--- src/rtl/flop_bist_pkg.sv ---
// Shared definitions for the flop BIST checker: FSM states, LFSR constants
// and the error counter width.
package flop_bist_pkg;

  typedef enum logic [1:0] {
    ST_IDLE  = 2'd0,
    ST_DRIVE = 2'd1,
    ST_FLUSH = 2'd2,
    ST_DONE  = 2'd3
  } bist_state_e;

  // Pattern generator seed, reloaded at the start of every run.
  localparam logic [7:0] LFSR_SEED = 8'hA5;

  // Feedback taps for x^8+x^6+x^5+x^4+1 in a right-shifting register
  // whose output is bit 0: bits 0, 2, 3 and 4 feed the new bit 7.
  localparam logic [7:0] LFSR_TAPS = 8'h1D;

  localparam int                ERR_W   = 8;
  localparam logic [ERR_W-1:0]  ERR_MAX = '1;

  // One Fibonacci step: shift right, parity of the tapped bits enters at the top.
  function automatic logic [7:0] lfsr_step(input logic [7:0] cur);
    return {^(cur & LFSR_TAPS), cur[7:1]};
  endfunction

endpackage

--- src/rtl/lfsr8.sv ---
// 8-bit Fibonacci LFSR pattern source. bit_out is the value bit 0 of the
// register takes after the current edge, so the owner can register it in
// the same cycle the LFSR is loaded or advanced.
module lfsr8
  import flop_bist_pkg::*;
(
  input  logic clk,
  input  logic rst_n,
  input  logic load,
  input  logic advance,
  output logic bit_out
);

  logic [7:0] lfsr_q;
  logic [7:0] lfsr_d;

  // Next register value: reload wins over advance, otherwise hold.
  always_comb begin
    lfsr_d = lfsr_q;
    if (load) begin
      lfsr_d = LFSR_SEED;
    end else if (advance) begin
      lfsr_d = lfsr_step(lfsr_q);
    end
  end

  // LFSR register, seeded during reset.
  always_ff @(posedge clk or negedge rst_n) begin
    if (!rst_n) begin
      lfsr_q <= LFSR_SEED;
    end else begin
      lfsr_q <= lfsr_d;
    end
  end

  assign bit_out = lfsr_d[0];

endmodule

--- config.mk ---
export PLATFORM = sky130hd
export DESIGN_NAME = lfsr8
export DESIGN_NICKNAME = d
export VERILOG_FILES = /design/src/rtl/flop_bist_pkg.sv /design/src/rtl/lfsr8.sv
export SDC_FILE = /design/constraint.sdc
export NUM_CORES = 1
export LEC_CHECK = 0
export CAP_MARGIN = 30
export CORE_MARGIN = 10
export CORE_UTILIZATION = 25
export CTS_BUF_LIST = sky130_fd_sc_hd__clkbuf_8 sky130_fd_sc_hd__clkbuf_16
export CTS_CLUSTER_SIZE = 20
export DETAILED_ROUTE_END_ITERATION = 12
export GPL_TIMING_DRIVEN = 1
export PLACE_DENSITY = 0.42
export SKIP_CTS_REPAIR_TIMING = 1
export SYNTH_ARGS = -nofsm -noshare
export SYNTH_HDL_FRONTEND = slang
export SYNTH_SLANG_ARGS = --single-unit
--- constraint.sdc ---
create_clock -name clk -period 0.95 [get_ports clk]
set_clock_uncertainty 0.05 [all_clocks]
set_input_delay 0.19 -clock clk [delete_from_list [all_inputs] [get_ports clk]]
set_output_delay 0.19 -clock clk [all_outputs]
set_load 0.05 [all_outputs]
Word level (Yosys, flattened, before mapping)
Index checks and enable logic that the tools add are counted.
W data, S select, Z words.

word-level totals
  register bits after elaboration = 8
  latch bits = 0
  memory bits (writable) = 0
  ROM bits = 0
  output and inout port bits = 1
  word-level logic and storage cells = 6
  memories = 0

operators by class
  add/subtract/negate cells = 0
  multiply operators = 0
  div/mod/pow operators = 0
  order comparisons = 0
  eq/ne operators = 0
  shift-type cells = 0
  multiplexer cells = 2
  bitwise operators = 0
  reductions and logical operators = 2

operators by type and width
  kind                number
  $mux W8             2
  $reduce_xor A8 Y1   1
  $reduce_bool A2 Y1  1

Longest topological paths before layout
  word-level depth = 3
  depth in mapped cells = 3
  mapped depth without buffers = 3

Least setup slack after synthesis
Ideal clock, no wire load.

  path type = register to output
  start point = register lfsr_q[0]
  end point = output port bit_out
  arrival time = 935 ps
  path slack = -225 ps
  cell stages (with the launch flop) = 3
  buffers on the path = 0
  cell sequence = dfstp_2 > mux2i_1 > nand2_1

between the ends
  cells in the longest elaborated chain, start to end = 2

RTL lines
  element                   RTL line     text
  start: declaration        lfsr8.sv:14  logic [7:0] lfsr_q;
  start signal: assignment  lfsr8.sv:32  lfsr_q <= lfsr_d;
  $mux W8                   lfsr8.sv:22  end else if (advance) begin
  $mux W8                   lfsr8.sv:20  if (load) begin
  end: declaration          lfsr8.sv:11  output logic bit_out

Every way passes these cells. The select of a mux whose other input is x is not followed.

Worst setup path after layout
Same ends and word-level chain as after synthesis.

==> reports/qor.yml <==
timing.final.hold_violations: 0
min_period_over_period: 1.394
top_level_pins: 5
cellInternalPower_mw: 0.7585
floorplan.initialDensity: 0.2673
fill_cells: 130
io_buffers: 4
synth-async-reset-ratio: 1.000
vias_per_cell: 4.288
ir_drop_worst_vdd_uv: 912.3
cts_tree: "built"
drive_gt1_frac: 0.4545
nNetsFinal: 50
h-tree-depth: 1
final.setup.worst_slack_ps: -374.7
yosysSeqAreaShare: 0.5899
worstPathMaxFanout: 2
synth_fp_nets: 33
yosys.cell_types.count: 10
post-synth-top-area-fraction: 0.3022
worst_skew_pair.late_latency_ps: 230
syn_inst: 29
drc: 0
global_route.usage.total: 0.04596
largestRegisters: "lfsr_q: 8 flops"
grt_max_degree: 9
worstReg2RegEnd: "lfsr_q[7]"
gr_ovfl_total: 0
sw_frac_of_total: 0.2267
ys_top_cells_by_count: "7 x mux2i_1, 4 x dfrtp_1, 4 x dfstp_2, 4 x nor2_1"
critical_path.reg2reg.startpoint: "lfsr_q[0]"
reg2reg_depth: 4
ys.flop_type: "dfstp_2"
drt_iter0_markers: 0
die_span_in_y_um: 57.30
p_clk_frac: 0.409
yosys.area_share.xor_xnor: 0.07554
muxShareOfSynthArea: 0.2014
cts_buffer_depth: 2
dp_hpwl_um: 513.5
switching_power_of_the_nets_mw: 0.2224
power.sequential.fraction: 0.412
count_of_state_elements_after_synthesis: 8
r2r_setup_slk_ps: -160
final_antenna_net_count: 0
top_area_cells_in_the_synthesized_netlist: "dfstp_2 30%, dfrtp_1 29%, mux2i_1 20%"
slew-limit-headroom: 0.8617
slowest_delay_ps: 530
critical_path.cell_chain: "mux2i_2, nand2_2, buf_12"
finalSetupViolations: 2
leakage_nw: 0.2644
critical_path.slowest_cell: "dfstp_2"
drv_slew: 0
syn_area_um2: 347.8
dr_total_vias: 253
worst-slew-pin-transition_ps: 203.4
critical_path_class: "flip-flop to output port"
compound_gate_portion_of_the_synthesized_area: 0.01799
std_cell_rows: 13
cts.root.buffer_cell: "clkbuf_8"
area_growth_pct: 54.32
hold_class: "primary input to async pin"
initial_antenna_violation_count: 0
core_area_um2: 1301
clkTransAtPathRegs_ps: 40
run_status: "complete, but fails checks"
cap_viol_max_count: 0
pwr_density_cell_nw_per_um2: 1827
achievable-frequency_ghz: 0.7549
gp_congestion: 0.7843
detail_route.wirelength_um: 695
final.setup.tns_ps: -532.6
dieWidth_um: 57.30
violations_in_the_final_reports: "negative setup slack"
synth_top_family_by_area: "multiplexers"
synthesized_area_fraction_occupied_by_and_or_nand_nor_cells: 0.08993
rsz0062_at_grt: "true"
cp.arrival_ps: 1080
critical_path_start_type: "flip-flop"
largest-register: "lfsr_q"
grt_first_pass_wirelength_mm: 1.166
crit_path_end_kind: "output port"
clock_sinks: 8
synth-edff-count: 0
worst_ep_required_time_ps: 710
post_synth_fa_ha_maj_area_fraction: 0
postLayoutCoreUtil: 0.4125
yosys_warnings: 0
holdWs_ps: 202.4
largest_register_ff_count: 8
avgSynthCellArea_um2: 11.99
synth_largest_area_cell: "dfstp_2"
cts_buffers: 3
synth_most_common_cell: "mux2i_1"
drt-pass1-iter-count: 1
grt_pass1_vias: 268
fp.dieArea_um2: 3283
p_comb_frac: 0.179
min_period_ps: 1325
preCtsSetupSlack_ps: -516.9
n_antenna_cell: 0
route.detailed.wl_per_inst_um: 11.78
## critical path, delay by kind of cell, from the launching register on
family | cells | cell delay (ps)
and+or+nand+nor | 1 | 100
muxes | 1 | 80
buffers and inverters | 1 | 140
DFF | 1 | 530
## power groups by stage
| stage | Clock, mW | Combinational (mW) | Sequential [mW] |
|---|---|---|---|
| after floorplan | 0 | 0.0867 | 0.403 |
| after global routing | 0.437 | 0.193 | 0.409 |
| after CTS | 0.413 | 0.154 | 0.403 |
| after detailed placement | 0 | 0.153 | 0.407 |
| after global placement | 0 | 0.153 | 0.406 |
| final | 0.401 | 0.175 | 0.404 |
## per-stage QoR
step                      instances  total power [mW]  cell area, um^2
final                            59            0.9809            536.8
after global routing             59             1.039            536.8
after CTS                        56            0.9702            500.5
after detailed placement         53            0.5602            459.2
after global placement           53            0.5589            459.2
after floorplan                  29            0.4897            352.8
## cell type report
cell class,instances,area [um^2],share of cell area
Sequential cell,8,205.2,0.3823
Clock buffer,3,41.29,0.07692
Tap cell,15,18.77,0.03497
Inverter,1,3.754,0.006993
Multi-Input combinational cell,19,147.6,0.2751
Timing Repair Buffer,13,120.1,0.2238
## layout by cell type, fill, tap and decap left out
cell type,synthesis,layout
buf_4,0,9
mux2i_1,7,6
nor2_1,4,4
dfstp_2,4,4
dfrtp_1,4,4
clkbuf_8,0,3
nand2_1,3,2
xnor2_1,3,2
clkdlybuf4s50_1,0,2
inv_1,1,1
mux2i_2,0,1
nand2_2,0,1
xnor2_2,0,1
nor3_1,1,1
a31oi_1,1,1
dlymetal6s2s_1,0,1
buf_12,0,1
## metal layers
metal  track usage  share of wire  vias to the layer above
met5             0              0                        -
met4       0.03020          0.024                        0
met3       0.02655          0.083                        2
met2       0.06667           0.42                        8
met1       0.04969           0.47                      117
li1              -              -                      126
## worst max path at each step
stage	start	cells after the start	slack, ps	end
finish	lfsr_q[0]	3	-370	bit_out
global route	lfsr_q[0]	3	-400	bit_out
floorplan	lfsr_q[0]	2	-100	bit_out
global placement	advance	4	-530	bit_out
CTS	advance	4	-520	bit_out
detailed placement	advance	4	-520	bit_out
## cells by family after synthesis
group                     Yosys count
muxes                               7
and+or+nand+nor                     8
xor gates and xnor gates            3
AOI/OAI and AO/OA                   1
DFF                                 8
buffers and inverters               2
(Power assumes the default switching activity.)
